==> config.mk <==
export PLATFORM = sky130hd
export DESIGN_NAME = conv2d_opt_mem_sched
export DESIGN_NICKNAME = d
export VERILOG_FILES = /design/src/rtl/conv2d_opt_mem_sched.sv
export SDC_FILE = /design/constraint.sdc
export NUM_CORES = 2
export LEC_CHECK = 0
export BUFFER_PORTS_ARGS = -buffer_cell sky130_fd_sc_hd__buf_2
export CAP_MARGIN = 20
export CORE_UTILIZATION = 40
export DETAILED_ROUTE_END_ITERATION = 12
export GPL_TIMING_DRIVEN = 0
export SLEW_MARGIN = 30
export SYNTH_ARGS = -nofsm -noshare
export SYNTH_HDL_FRONTEND = slang
export SYNTH_SLANG_ARGS = --single-unit
==> constraint.sdc <==
create_clock -name clk -period 12.9 [get_ports clk]
set_input_delay 3.225 -clock clk [delete_from_list [all_inputs] [get_ports clk]]
set_output_delay 3.225 -clock clk [all_outputs]
set_load 0.02 [all_outputs]
==> src/rtl/conv2d_opt_mem_sched.sv <==
// Request sequencer for one optimized 2D convolution job: weight reads first, then
// IFM reads interleaved with OFM writes on a single shared, credit-limited request port.
module conv2d_opt_mem_sched #(
  parameter int unsigned AWIDTH    = 32,
  parameter int unsigned WT_DIM    = 3,
  parameter int unsigned MAX_OUTST = 8
) (
  input  logic              clk,
  input  logic              rst,
  input  logic              start,
  input  logic [31:0]       fm_dim,
  input  logic [AWIDTH-1:0] wt_base,
  input  logic [AWIDTH-1:0] ifm_base,
  input  logic [AWIDTH-1:0] ofm_base,
  output logic              idle,
  output logic              done,
  output logic              req_valid,
  input  logic              req_ready,
  output logic [AWIDTH-1:0] req_addr,
  output logic              req_write,
  input  logic              rresp_valid,
  input  logic              ofm_valid,
  output logic              ofm_pop
);

  localparam int unsigned WT_NUM = WT_DIM * WT_DIM;
  localparam int unsigned OW     = $clog2(MAX_OUTST) + 1;

  typedef enum logic [1:0] {
    S_IDLE,
    S_WT,
    S_RUN,
    S_FIN
  } state_t;

  state_t state_q, state_d;

  logic [31:0]       fm_sq_q;
  logic [AWIDTH-1:0] wt_base_q, ifm_base_q, ofm_base_q;
  logic [31:0]       wt_cnt_q, rd_cnt_q, wr_cnt_q;
  logic [OW-1:0]     outst_q, outst_d;
  logic              pref_w_q;

  logic fire, load_en, outst_ok;
  logic wt_cand, rd_cand, wr_cand;
  logic grant_w, grant_r;
  logic load_wt, load_rd, load_wr, load_read;
  logic job_start, resp_take;

  // Request port handshake and candidate selection
  always_comb begin
    fire      = req_valid & req_ready;
    load_en   = ~req_valid | fire;
    ofm_pop   = fire & req_write;
    outst_ok  = outst_q < OW'(MAX_OUTST);
    job_start = (state_q == S_IDLE) & start;

    wt_cand = (state_q == S_WT) & (wt_cnt_q < 32'(WT_NUM)) & outst_ok;
    rd_cand = (state_q == S_RUN) & (rd_cnt_q < fm_sq_q) & outst_ok;
    // The OFM word being popped this cycle is gone, so a pending write blocks the next one.
    wr_cand = (state_q == S_RUN) & (wr_cnt_q < fm_sq_q) & ofm_valid & ~(req_valid & req_write);

    grant_w = wr_cand & (~rd_cand | pref_w_q);
    grant_r = rd_cand & ~grant_w;

    load_wt   = load_en & wt_cand;
    load_rd   = load_en & grant_r;
    load_wr   = load_en & grant_w;
    load_read = load_wt | load_rd;
  end

  // Outstanding read credits: loads add, returns release, never below zero
  always_comb begin
    outst_d   = outst_q;
    resp_take = rresp_valid & (outst_q != '0);
    if (load_read && !resp_take) begin
      outst_d = outst_q + OW'(1);
    end else if (!load_read && resp_take) begin
      outst_d = outst_q - OW'(1);
    end
  end

  // Next-state logic
  always_comb begin
    state_d = state_q;
    case (state_q)
      S_IDLE: begin
        if (start) state_d = S_WT;
      end
      S_WT: begin
        if ((wt_cnt_q == 32'(WT_NUM)) && load_en) state_d = S_RUN;
      end
      S_RUN: begin
        if ((rd_cnt_q == fm_sq_q) && (wr_cnt_q == fm_sq_q) &&
            (outst_q == '0) && !req_valid) begin
          state_d = S_FIN;
        end
      end
      S_FIN: begin
        state_d = S_IDLE;
      end
      default: begin
        state_d = S_IDLE;
      end
    endcase
  end

  always_ff @(posedge clk or posedge rst) begin
    if (rst) begin
      state_q <= S_IDLE;
      idle    <= 1'b1;
      done    <= 1'b0;
    end else begin
      state_q <= state_d;
      idle    <= (state_d == S_IDLE);
      done    <= (state_d == S_FIN);
    end
  end

  // Job parameters and progress counters; indices advance when a request is loaded
  always_ff @(posedge clk or posedge rst) begin
    if (rst) begin
      fm_sq_q    <= '0;
      wt_base_q  <= '0;
      ifm_base_q <= '0;
      ofm_base_q <= '0;
      wt_cnt_q   <= '0;
      rd_cnt_q   <= '0;
      wr_cnt_q   <= '0;
      outst_q    <= '0;
      pref_w_q   <= 1'b1;
    end else if (job_start) begin
      fm_sq_q    <= 32'(fm_dim * fm_dim);
      wt_base_q  <= wt_base;
      ifm_base_q <= ifm_base;
      ofm_base_q <= ofm_base;
      wt_cnt_q   <= '0;
      rd_cnt_q   <= '0;
      wr_cnt_q   <= '0;
      outst_q    <= '0;
      pref_w_q   <= 1'b1;
    end else begin
      outst_q <= outst_d;
      if (load_wt) wt_cnt_q <= wt_cnt_q + 32'd1;
      if (load_rd) rd_cnt_q <= rd_cnt_q + 32'd1;
      if (load_wr) wr_cnt_q <= wr_cnt_q + 32'd1;
      if (load_rd || load_wr) pref_w_q <= load_rd;
    end
  end

  // Request register: reloads only when empty or firing, otherwise held stable
  always_ff @(posedge clk or posedge rst) begin
    if (rst) begin
      req_valid <= 1'b0;
      req_addr  <= '0;
      req_write <= 1'b0;
    end else if (load_en) begin
      req_valid <= load_read | load_wr;
      if (load_wt) begin
        req_addr  <= wt_base_q + AWIDTH'(wt_cnt_q);
        req_write <= 1'b0;
      end else if (load_rd) begin
        req_addr  <= ifm_base_q + AWIDTH'(rd_cnt_q);
        req_write <= 1'b0;
      end else if (load_wr) begin
        req_addr  <= ofm_base_q + AWIDTH'(wr_cnt_q);
        req_write <= 1'b1;
      end
    end
  end

endmodule

Yosys cells after proc, flatten, opt, wreduce, memory -nomap -nowiden --
Index checks and enable logic that the tools add are counted.
Word-level totals: output and inout bits 37, bits in registers 267, word-level logic and storage cells 102
Cells by class: $mul 1, bitwise gates (word level) 25, eq/ne operators 7, reduce and logical (&&, ||, !) cells 21, add/sub/neg operators 8, magnitude comparators 4, muxes and demuxes 21
Operators with widths (number):
- 32-bit 2-to-1 mux | 9
- 32-bit by 1-bit adder with 32-bit output (second input constant) | 3
- 32-bit adder | 3
- 32-bit == test | 2
- 32-bit < comparator | 2
- 32-bit by 4-bit == test with 1-bit output (second input constant) | 1
- 32-bit by 4-bit < comparator with 1-bit output (second input constant) | 1
- 32-bit by 32-bit multiplier with 32-bit output | 1
- 1-bit AND | 17
- 4-bit 2-to-1 mux | 3
- 2-bit one-hot mux with 4 select lines | 1
- 2-bit nonzero test | 4
- 2-bit == test (second input constant) | 3
- 1-bit logical AND | 6
- 2-bit 2-to-1 mux | 3
- 3-bit nonzero test | 2
- 1-bit 2-to-1 mux | 5
- 4-bit by 1-bit adder with 4-bit output (second input constant) | 1
- 2-bit zero test | 2
- 4-bit zero test | 1
- 4-bit < comparator (second input constant) | 1
- 1-bit NOT | 4
- 1-bit OR | 4
- 4-bit nonzero test | 1
- other kinds (5) | 7

Longest topological paths before layout --
depth after elaboration 15, gate-level depth with buffers 27, gate-level depth less buffers 26

Least setup slack after synthesis --
No wires, ideal clock.
path type input-to-reg, start in fm_dim[4], end reg fm_sq_q[28], stages 25, arrival time 9454 ps, setup time 69 ps, path buffers 1, setup slack 3377 ps, cell sequence clkbuf_1 nand2_1 fa_1 inv_1 fa_1 inv_1 fa_1 fa_1 inv_1 fa_1 inv_1 fa_1 inv_1 fa_1 fa_1 ha_1 a21oi_1 o21ai_0 a21oi_1 o21bai_1 nor3_1 a21oi_1 a21oi_1 or4b_1 nand3_1
On the way: word-level cells in the longest chain between the ends 1
RTL lines:
- start: declaration | RTL line 11 | input logic [31:0] fm_dim,
- 32-bit by 32-bit multiplier with 32-bit output | RTL line 133 | fm_sq_q <= 32'(fm_dim * fm_dim);
- end signal: assignment | RTL line 133
- end: declaration | RTL line 38 | logic [31:0] fm_sq_q;
No other way between the ends. A chain may end at the register's enable or synchronous reset.

Worst setup path after layout --
start in fm_dim[4], end reg fm_sq_q[31]
Same word-level chain as after synthesis.

==> results.cfg <==
[setup_path]
worstSetupEndpointType = register
cpMaxStageDelayCell = clkbuf_1
cp_common_cell = fa_1
max_stage_delay_ns = 0.74
r2r_cells = 14
critical_path_required_ns = 13.33
rr_startpoint = state_q[0]$_DFF_PP0_
critical_path_depth = 26
start_kind = primary input
cp.arrival_ns = 10.86
cp_num_buf_inv = 7
r2r_slack_ns = 7.87
crit_type = primary input to register
r2r_end = outst_q[3]$_DFFE_PP0P_
worstPathMaxFanout = 10
critPathTopFamily = adder cells

[sta]
setup_ws_ns = 2.47
finalCritPeriodShare_pct = 80.8
tightestPinTransition_ns = 1.05
rsz0062_at_grt = false
slew_violations = 0
setup_viol = 0
period_minus_slack_ns = 10.43
skew_ns = 0.0191
slew-limit-headroom_pct = 30.1
max_freq_mhz = 95.9
finalHoldViolCount = 0

[detailed_routing]
routed_wl_um = 89900
highest_layer = met4
drc = 0
drtPass1Iterations = 5
wl_met1_um = 38700
num_vias = 24000
first_iter_violations = 1499
wl_met3_um = 4650
wl_per_cell_um = 19.4
via_per_inst = 5.18
antenna_left = 0
wl_met2_um = 44300

[global_routing]
antenna_found_initial = 1
grt_max_degree = 91
grt.total_usage_pct = 23.5
grt_pass1_vias = 24600
grt_overflow = 0
grt_first_pass_wirelength_um = 141000

[final_layout]
final_common_cell = nand2_1
layout_common_cells = nand2_1 (536), inv_1 (513), fa_1 (370)
design_area_sq_um = 33700
drive_above_1_share_pct = 6.80
area_growth_pct = 10.3
layout.nets = 4436

[clocking]
cts_hold_buf = 0
htree_levels = 1
cts_tree = yes
cts_resized = 0
numCtsBuffers = 30
root_buffer = clkbuf_16
cts.clk_slew.worst_paths_ns = 0.05
cts_sinks = 266
clock_path_buffers = 3
post_cts_buffers = 0
clock_latency_ns = 0.59

[yosys]
ys_seq_elements = 266
netlist_area_sq_um = 30500
synth_ff_type = dfrtp_1
synth-seq-area-share_pct = 21.8
syn-num-nets = 4236
postSynthAreaPerCell_sq_um = 8.88
async_flop_share_pct = 100
synth_edf_count = 0
synth_cell_type_count = 71
synth_warnings = 0
synthCells = 3440

[hold_path]
hold_path.class = register to register
hold_path_end = fm_sq_q[27]$_DFFE_PP0P_
hold_path.startpoint = fm_sq_q[27]$_DFFE_PP0P_
whs_path_depth = 2

[job]
maxCapViolCount = 0

[floorplan]
initial_utilization_pct = 40.7
dieArea_sq_um = 77400
num_rows = 100
die_w_um = 278
die_h_um = 278
core_area_sq_um = 74900
num_io_pins = 171

[place]
routabilityCongestion = 0.967
placed_area_sq_um = 32700
port_buffers = 165
hpwl_um = 74300
place_ws_ns = 1.95

[status]
status = finished, final reports clean
per-layer routing:
layer	GRT usage, %	vias up
met1	30.6	11700
met3	2.20	119
li1	-	11500
met4	5.67	0
met5	0	-
met2	42.0	674
sequential cells by signal, indices dropped and copies added, names as in the netlist:
| signal | flops |
|---|---|
| req_write | 1 |
| wr_cnt_q | 32 |
| wt_cnt_q | 32 |
| ofm_base_q | 32 |
| outst_q | 4 |
| req_valid | 1 |
| pref_w_q | 1 |
| fm_sq_q | 31 |
| req_addr | 32 |
| idle | 1 |
| wt_base_q | 32 |
| state_q | 2 |
| rd_cnt_q | 32 |
| done | 1 |
| ifm_base_q | 32 |
through the flow:
stage | TNS [ns] | hold slack [ns] | cells | utilization [%]
after floorplan | 0 | 0.449 | 3440 | -
after global placement | -221.62 | 0.461 | 4574 | 43.5
after detailed placement | 0 | 0.470 | 4577 | 43.6
after CTS | 0 | 0.483 | 4632 | 44.9
after global routing | 0 | 0.502 | 4632 | 44.9
final | 0 | 0.472 | 4633 | 44.9
cell usage after synthesis (all sizes together), types with 22 or more instances:
cell / count / area (sq um)
and3: 28 / 175
or3: 32 / 205
nand3: 55 / 275
inv: 514 / 1930
a21o: 66 / 495
and2: 180 / 1130
ha: 292 / 3650
xor2: 74 / 648
dfrtp: 264 / 6610
a31oi: 22 / 144
a21oi: 163 / 816
nor3: 47 / 235
nor2: 164 / 616
xnor2: 99 / 867
o21ai: 135 / 676
nand4: 34 / 213
nand2: 536 / 2010
nand2b: 30 / 188
clkbuf: 105 / 394
fa: 370 / 7410
tightest hold or removal path, delay by kind of cell (launching register included):
family / cells / cell delay (ns)
flops: 1 / 0.34
compound gates: 1 / 0.06
simple gates: 1 / 0.04
logic make-up (layout without fill, tap and decap cells):
family | after synthesis | count (layout) | share of synthesized area [%]
and+or+nand+nor | 1178 | 1178 | 18.2
adders and majority gates | 662 | 662 | 36.2
buffers and inverters | 625 | 848 | 7.70
AOI/OAI and AO/OA | 520 | 520 | 10.6
DFF | 266 | 266 | 21.8
xor gates and xnor gates | 173 | 173 | 4.96
muxes | 16 | 16 | 0.533
other | 0 | 1 | 0
cell type report:
class | instances | area (sq um)
fillers | 7419 | 41300
multi-input cells | 2549 | 21500
flip-flops and latches | 266 | 6660
inverters | 514 | 1940
well taps | 969 | 1210
repair buffers | 168 | 908
clock buffers | 43 | 840
plain buffers | 111 | 424
clock inverters | 12 | 155
diodes | 1 | 2.50
worst max path at each step:
| stage | startpoint | to | slack [ns] |
|---|---|---|---|
| detailed placement | fm_dim[4] | fm_sq_q[31]$_DFFE_PP0P_ | 1.95 |
| finish | fm_dim[4] | fm_sq_q[31]$_DFFE_PP0P_ | 2.47 |
| CTS | fm_dim[4] | fm_sq_q[31]$_DFFE_PP0P_ | 2.55 |
| global placement | rst | ofm_base_q[22]$_DFFE_PP0P_ | -0.88 |
| global route | fm_dim[4] | fm_sq_q[28]$_DFFE_PP0P_ | 2.19 |
| floorplan | rst | done$_DFF_PP0_ | 2.35 |
Power is not shown: default switching activity piles up to over one toggle a cycle in this logic, so the estimate is an artifact.
